**config.mk**
```make
export PLATFORM = sky130hd
export DESIGN_NAME = gate_input_debounce
export DESIGN_NICKNAME = d
export VERILOG_FILES = /design/src/rtl/amd_pkg.sv /design/src/rtl/debounce_channel.sv /design/src/rtl/gate_input_debounce.sv
export SDC_FILE = /design/constraint.sdc
export NUM_CORES = 1
export LEC_CHECK = 0
export BUFFER_PORTS_ARGS = -buffer_cell sky130_fd_sc_hd__buf_2
export CAP_MARGIN = 20
export CORE_AREA = 2 2 39 41
export DETAILED_ROUTE_END_ITERATION = 7
export DIE_AREA = 0 0 41 43
export SYNTH_ARGS = -nofsm -noshare
export SYNTH_HDL_FRONTEND = slang
export SYNTH_SLANG_ARGS = --single-unit
```
**constraint.sdc**
```tcl
create_clock -name clk -period 1.15 [get_ports clk]
set_input_delay 0.23 -clock clk [delete_from_list [all_inputs] [get_ports clk]]
set_output_delay 0.23 -clock clk [all_outputs]
set_load 0.1 [all_outputs]
```
**src/rtl/amd_pkg.sv**
```systemverilog
// ----------------------------------------------------------------------------
// amd_pkg
// Shared types and constants for the gate input debounce stage.
//   dbnc_state_t : per-channel debounce FSM state
//   SYNC_STAGES  : depth of the per-channel input synchroniser
// ----------------------------------------------------------------------------
package amd_pkg;

   typedef enum logic {
      ST_STABLE = 1'b0,
      ST_CHECK  = 1'b1
   } dbnc_state_t;

   localparam int SYNC_STAGES = 2;

endpackage : amd_pkg

```
**src/rtl/debounce_channel.sv**
```systemverilog
// ----------------------------------------------------------------------------
// debounce_channel
// One raw asynchronous input: two-flop synchroniser, then a STABLE/CHECK
// debounce FSM that only accepts a new level after DEBOUNCE_CYCLES
// consecutive synchronised mismatches against the current clean level.
// Optional edge pulses when DEBOUNCE_EDGE_EN is defined.
//
// Ports
//   clk       in   clock, all state on rising edge
//   rst_n     in   synchronous active-low reset
//   raw_i     in   asynchronous raw input
//   rise_o    out  one-cycle pulse with clean_o going 0->1 (DEBOUNCE_EDGE_EN)
//   fall_o    out  one-cycle pulse with clean_o going 1->0 (DEBOUNCE_EDGE_EN)
//   clean_o   out  debounced level (registered)
//   stable_o  out  1 when the FSM is in ST_STABLE (decoded from the register)
// ----------------------------------------------------------------------------
module debounce_channel
   import amd_pkg::*;
#(
   parameter int DEBOUNCE_CYCLES = 4,
   parameter int CNT_W           = $clog2(DEBOUNCE_CYCLES + 1)
) (
   input  logic clk,
   input  logic rst_n,
   input  logic raw_i,
`ifdef DEBOUNCE_EDGE_EN
   output logic rise_o,
   output logic fall_o,
`endif
   output logic clean_o,
   output logic stable_o
);

   // Elaboration-time guards on the configuration.
   if (DEBOUNCE_CYCLES < 1) begin : g_bad_cycles
      $error("debounce_channel: DEBOUNCE_CYCLES must be >= 1");
   end
   if (CNT_W < $clog2(DEBOUNCE_CYCLES + 1)) begin : g_bad_cnt_w
      $error("debounce_channel: CNT_W too narrow to hold DEBOUNCE_CYCLES");
   end

   localparam logic [CNT_W-1:0] CNT_LAST = CNT_W'(DEBOUNCE_CYCLES - 1);

   logic [SYNC_STAGES-1:0] sync_q;
   logic                   sync;
   logic                   mismatch;

   dbnc_state_t            state_q, state_d;
   logic [CNT_W-1:0]       cnt_q,   cnt_d;
   logic                   clean_q, clean_d;

   // Plain shift chain: nothing combinational between synchroniser flops.
   assign sync     = sync_q[SYNC_STAGES-1];
   assign mismatch = (sync != clean_q);

   // NOTE: every output of a combinational block is given a default first so
   // that no path leaves it unassigned and no latch is inferred.
   always_comb begin
      state_d = state_q;
      cnt_d   = cnt_q;
      clean_d = clean_q;
      case (state_q)
         ST_STABLE: begin
            if (!mismatch) begin
               cnt_d = '0;
            end else if (DEBOUNCE_CYCLES == 1) begin
               // A single mismatch is already enough: accept immediately.
               clean_d = sync;
            end else begin
               state_d = ST_CHECK;
               cnt_d   = CNT_W'(1);
            end
         end
         ST_CHECK: begin
            if (!mismatch) begin
               // Input bounced back before the window closed: glitch.
               state_d = ST_STABLE;
               cnt_d   = '0;
            end else if (cnt_q == CNT_LAST) begin
               clean_d = sync;
               state_d = ST_STABLE;
               cnt_d   = '0;
            end else begin
               cnt_d = cnt_q + CNT_W'(1);
            end
         end
         default: begin
            state_d = ST_STABLE;
            cnt_d   = '0;
         end
      endcase
   end

   // NOTE: sequential state uses non-blocking assignments only, so every
   // flop samples the pre-edge values regardless of statement order.
   always_ff @(posedge clk) begin
      if (!rst_n) begin
         sync_q  <= '0;
         state_q <= ST_STABLE;
         cnt_q   <= '0;
         clean_q <= 1'b0;
      end else begin
         sync_q  <= {sync_q[SYNC_STAGES-2:0], raw_i};
         state_q <= state_d;
         cnt_q   <= cnt_d;
         clean_q <= clean_d;
      end
   end

   assign clean_o  = clean_q;
   assign stable_o = (state_q == ST_STABLE);

`ifdef DEBOUNCE_EDGE_EN
   logic rise_q, fall_q;

   // Pulses are registered from the same next-state as clean_q, so they
   // coincide with the cycle in which clean_o shows its new value.
   always_ff @(posedge clk) begin
      if (!rst_n) begin
         rise_q <= 1'b0;
         fall_q <= 1'b0;
      end else begin
         rise_q <= clean_d & ~clean_q;
         fall_q <= ~clean_d & clean_q;
      end
   end

   assign rise_o = rise_q;
   assign fall_o = fall_q;
`endif

endmodule : debounce_channel

```
**src/rtl/gate_input_debounce.sv**
```systemverilog
// ----------------------------------------------------------------------------
// gate_input_debounce
// Conditioning stage in front of the two-input AND gate: synchronises and
// debounces two raw asynchronous inputs and reports when both are settled.
// Optional feature macro: DEBOUNCE_EDGE_EN (adds rise_x/fall_x pulse ports).
//
// Ports
//   clk      in   clock, all state on rising edge
//   rst_n    in   synchronous active-low reset
//   raw_a    in   raw asynchronous input A
//   raw_b    in   raw asynchronous input B
//   rise_a/fall_a/rise_b/fall_b  out  one-cycle edge pulses (DEBOUNCE_EDGE_EN)
//   clean_a  out  debounced A, drives AND-gate input1
//   clean_b  out  debounced B, drives AND-gate input2
//   settled  out  1 when both channels are in ST_STABLE
// ----------------------------------------------------------------------------
module gate_input_debounce
   import amd_pkg::*;
#(
   parameter int DEBOUNCE_CYCLES = 4,
   parameter int CNT_W           = $clog2(DEBOUNCE_CYCLES + 1)
) (
   input  logic clk,
   input  logic rst_n,
   input  logic raw_a,
   input  logic raw_b,
`ifdef DEBOUNCE_EDGE_EN
   output logic rise_a,
   output logic fall_a,
   output logic rise_b,
   output logic fall_b,
`endif
   output logic clean_a,
   output logic clean_b,
   output logic settled
);

   logic stable_a, stable_b;

   debounce_channel #(
      .DEBOUNCE_CYCLES (DEBOUNCE_CYCLES),
      .CNT_W           (CNT_W)
   ) u_chan_a (
      .clk      (clk),
      .rst_n    (rst_n),
      .raw_i    (raw_a),
`ifdef DEBOUNCE_EDGE_EN
      .rise_o   (rise_a),
      .fall_o   (fall_a),
`endif
      .clean_o  (clean_a),
      .stable_o (stable_a)
   );

   debounce_channel #(
      .DEBOUNCE_CYCLES (DEBOUNCE_CYCLES),
      .CNT_W           (CNT_W)
   ) u_chan_b (
      .clk      (clk),
      .rst_n    (rst_n),
      .raw_i    (raw_b),
`ifdef DEBOUNCE_EDGE_EN
      .rise_o   (rise_b),
      .fall_o   (fall_b),
`endif
      .clean_o  (clean_b),
      .stable_o (stable_b)
   );

   // Decoded purely from registered FSM state; no path from raw_*.
   assign settled = stable_a & stable_b;

endmodule : gate_input_debounce

```
After elaboration in Yosys (flattened, before gate mapping)
Cells that the tools add are included.
Storage, ports and cells
  register bits: 14
  input port bits: 4
  logic and storage cells: 35
Cells by class
  add/sub/neg operators: 2
  equal/unequal tests: 4
  mux-type cells: 16
  bitwise gates (word level): 3
  reductions and logical operators: 2
Operators with widths (count)
  3-bit 2-to-1 mux: 4
  3-bit case mux with 2 select lines: 2
  1-bit 2-to-1 mux: 8
  3-bit by 1-bit adder with 3-bit output, second input constant: 2
  3-bit by 2-bit equality test with 1-bit output, second input constant: 2
  3-bit AND reduction: 2
  1-bit case mux with 2 select lines: 2
  1-bit != test: 2
  1-bit inverter: 2
  1-bit bitwise AND: 1

Longest topological paths before layout
  word-level depth: 4
  mapped depth: 4
  gate-level depth less buffers: 4

Hierarchy
From an unflattened synthesis, not the netlist that was laid out.
Unflattened totals
  cells, all modules: 49
  area total of the unflattened synthesis: 536.8 µm²
Modules (own cells, without submodules)
  debounce_channel: times used 2, cells an instance 24, area each 265.3 µm²
  gate_input_debounce: times used 1, cells an instance 1, area each 6.3 µm²

Worst setup path after synthesis
No wires, ideal clock.
  path kind: register to output
  from: reg u_chan_a.state_q
  to: out settled
  data arrival time: 1.605 ns
  data required time: 0.920 ns
  slack: -0.685 ns
  cell stages (with the launch flop): 2
  buffers on the path: 0
  path through: dfxtp_1 > nor2_1
Between the ends
  word-level cells in the longest chain between the ends: 2
RTL lines
  from (decl): RTL line debounce_channel.sv:48  | dbnc_state_t state_q, state_d;
  from (signal assigned): RTL line debounce_channel.sv:104  | state_q <= state_d;
  1-bit inverter: RTL line debounce_channel.sv:111  | assign stable_o = (state_q == ST_STABLE);
  1-bit bitwise AND: RTL line gate_input_debounce.sv:71  | assign settled = stable_a & stable_b;
  to (decl): RTL line gate_input_debounce.sv:35  | output logic settled
No other way between the ends.

Worst setup path after layout
  from: reg u_chan_a.cnt_q[0]
  to: reg u_chan_a.cnt_q[1]
Between the ends
  word-level cells in the longest chain between the ends: 4
  elaborated cells between the ends (all ways): 5
  those cells by class: add/sub (1); eq/ne (1); mux (3)
RTL lines
  from (decl): RTL line debounce_channel.sv:49  | logic [CNT_W-1:0] cnt_q, cnt_d;
  from (signal assigned): RTL line debounce_channel.sv:105  | cnt_q <= cnt_d;
  3-bit by 1-bit adder with 3-bit output / 3-bit by 2-bit equality test with 1-bit output (equally long branches): RTL line debounce_channel.sv:84, debounce_channel.sv:79
  3-bit 2-to-1 mux *: RTL line debounce_channel.sv:79  | end else if (cnt_q == CNT_LAST) begin
  3-bit 2-to-1 mux *: RTL line debounce_channel.sv:75  | if (!mismatch) begin
  3-bit case mux with 2 select lines *: RTL line debounce_channel.sv:62  | case (state_q)
Every way passes the cells marked *; elsewhere a longest branch is shown, timed or not.
A chain may end at the register's enable or synchronous reset.

==> results.toml <==
[worst_setup_path]
critPathRequiredTime_ns = 1.34
worstPathArrival_ns = 1.33
cp_slowest_cell = "dfxtp_2"
critPathMostFrequentCell = "ha_4"
worstSetupPathType = "reg -> reg"
critPathCaptureType = "flip-flop"
cp_slowest_stage_delay_ns = 0.34
path_cells = "ha_4, ha_4, nand2b_4, nor4b_4"
critPathMaxFanout = 4
reg2regPathDepth = 4
worstSetupStartpointType = "flip-flop"

[drt]
route.met3.wl_microns = 24
via_count = 367
route.met2.wl_microns = 486
wl_per_cell_microns = 12.43
routed.top_layer = "met4"
firstDrtPassIters = 1
ant_nets = 0
met1Wirelength_microns = 405
drt-total-wl_microns = 932
viasPerCell = 4.893
dr.first_iter.drc_count = 0
drc = 0

[final_layout]
fin_cells = 75
fill_cells = 118
seq_area_sq_um = 297.8
fin_util_pct = 57.23
final_nets = 70
synthToLayoutAreaGrowth_pct = 47.90
drive_gt1_share_pct = 54.24
multi_input_area_sq_um = 342.8
diodes = 0

[clock_tree]
cts_buffer_depth = 2
clk_pin_slew_ns = 0.08
root_buffer = "clkbuf_4"
cts_inserted_buffers = 3
htreeDepth = 1
clk_latency_ns = 0.27
clock-sinks = 14
cts_tree = "built"

[synth]
ys_types = 16
synth_warnings = 0
synth_seq_cells = 14
syn_area_per_cell_sq_um = 11.39
syn_inst = 47
ys_seq_area_share_pct = 52.34
netlist_area_sq_um = 535.5
syn-num-nets = 56

[power]
ir_worst_vdd_v = 0.0008206
p_leak_nw = 0.2844
p_int_mw = 0.6332
p_total_mw = 0.8228
switchingPower_mw = 0.1897
p_seq_share_pct = 60.0
comb_power_share_pct = 7.6
p_per_area_nw_per_um2 = 1039
switching_share_pct = 23.05
p_clk_share_pct = 32.4

[hold_path]
min_path_cells = 2
min_path_type = "in -> reg"

[timing]
layout_min_cycle_time_ns = 1.144
tightest_slew_ns = 0.5546
tns_ns = 0
hold_violations = 0
drv_slew = 0
grt_setup_unrepaired = "yes"
max_freq_mhz = 874.0
fin_skew_ns = 0.0001944
setup_viol = 0
fin_hold_ws_ns = 0.1598
fin_crit_sh_pct = 99.50
slew_headroom_pct = 62.76

[floorplanning]
ios = 7
die_h_microns = 43
core_area_sq_um = 1384
die_x_microns = 41
num_rows = 14
die_area_sq_um = 1763
start_util_pct = 38.70

[grt]
grt_pass1_vias = 356
grtUsageTotal_pct = 14.42
grt_antenna_before_repair = 0
overflow = 0
grt_pass1_wl_microns = 1573
grt_max_degree = 11

[place]
post-dp-hpwl_microns = 608.9
portBuffers = 6
place.gp.congestion = 0.6698
dp.cells = 70

[outcome]
status = "finished, final reports clean"

[run]
cap_violations = 0
[metal layers]
| layer | vias up | GRT usage [%] |
|---|---|---|
| li1 | 191 | - |
| met1 | 169 | 17.33 |
| met2 | 5 | 20.63 |
| met3 | 2 | 4.712 |
| met4 | 0 | 10.00 |
| met5 | - | 0 |
[stage by stage]
| stage | setup slack, ns | cell area (sq um) |
|---|---|---|
| after global placement | -0.03849 | 653.1 |
| after CTS | -0.006159 | 747.0 |
| after global routing | -0.04740 | 792.0 |
| after floorplan | 0.01969 | 550.5 |
| after detailed placement | -0.04809 | 653.1 |
| final | 0.005794 | 792.0 |
[critical path: cells and delay by family (launching register included)]
kind	cells	cell delay, ns
flops	1	0.34
simple gates	2	0.40
fa+ha+maj	2	0.33
[kinds of logic (layout without fill, tap and decap cells)]
group / count (synthesis) / after routing / share of synthesized area (%)
AO/OA/AOI/OAI: 8 / 8 / 11.21
XOR/XNOR: 2 / 2 / 3.272
adder cells (fa/ha/maj): 5 / 5 / 11.68
buffers and inverters: 3 / 15 / 2.103
flip-flops: 14 / 14 / 52.34
AND/OR/NAND/NOR: 15 / 15 / 19.39
[cell usage after synthesis (all sizes together)]
library cell | number | share of area, %
nor4b | 2 | 5.6
nand3 | 2 | 1.9
a211oi | 2 | 2.8
ha | 5 | 12
xnor2 | 2 | 3.3
nor3 | 2 | 1.9
nor4 | 2 | 2.3
dfxtp | 14 | 52
a21oi | 2 | 1.9
nand2b | 2 | 2.3
o21a | 2 | 2.8
and2 | 4 | 4.7
inv | 3 | 2.1
nor2 | 1 | 0.70
a21bo | 2 | 3.7
[sequential cells by signal, indices dropped and copies added, names as in the netlist]
register,count
u_chan_a.sync_q,2
u_chan_a.cnt_q,3
u_chan_b.sync_q,2
u_chan_a.clean_o,1
u_chan_b.state_q,1
u_chan_a.state_q,1
u_chan_b.clean_o,1
u_chan_b.cnt_q,3
[layout by cell type, fill, tap and decap left out, types with 3 or more instances in the layout]
master    count
and2_1        4
buf_12        3
buf_2         3
buf_4         3
clkbuf_4      3
dfxtp_1       8
dfxtp_4       4
ha_4          4
[worst paths after layout]
path                                    startpoint                  to  slack [ns]
worst max register to register   u_chan_a.cnt_q[0]   u_chan_a.cnt_q[1]       0.006
worst min register to register  u_chan_b.sync_q[0]  u_chan_b.sync_q[1]        0.44
worst min-delay path                         raw_b  u_chan_b.sync_q[0]        0.16
worst max-delay path             u_chan_a.cnt_q[0]   u_chan_a.cnt_q[1]       0.006
[power groups by stage]
stage | Combinational (mW) | Clock (mW) | Sequential, mW
6_report | 0.0628 | 0.266 | 0.494
5_1_grt | 0.0680 | 0.289 | 0.495
4_1_cts | 0.0572 | 0.274 | 0.493
3_5_place_dp | 0.0507 | 0 | 0.510
3_3_place_gp | 0.0504 | 0 | 0.509
2_1_floorplan | 0.0328 | 0 | 0.507
[layout make-up]
class,instances,share of cell area (%)
multi-input cells,30,43.29
flip-flops and latches,14,37.60
repair buffers,9,12.32
clock buffers,3,2.844
well taps,16,2.528
inverters,3,1.422
[repair_timing]
item                       CTS  global route
hold buffers                 0             0
gates cloned                 0             0
setup endpoints to repair    8             5
pin swaps                    1             4
setup buffers                2             0
resized for setup           13             7
Power figures use the tool's default switching activity.
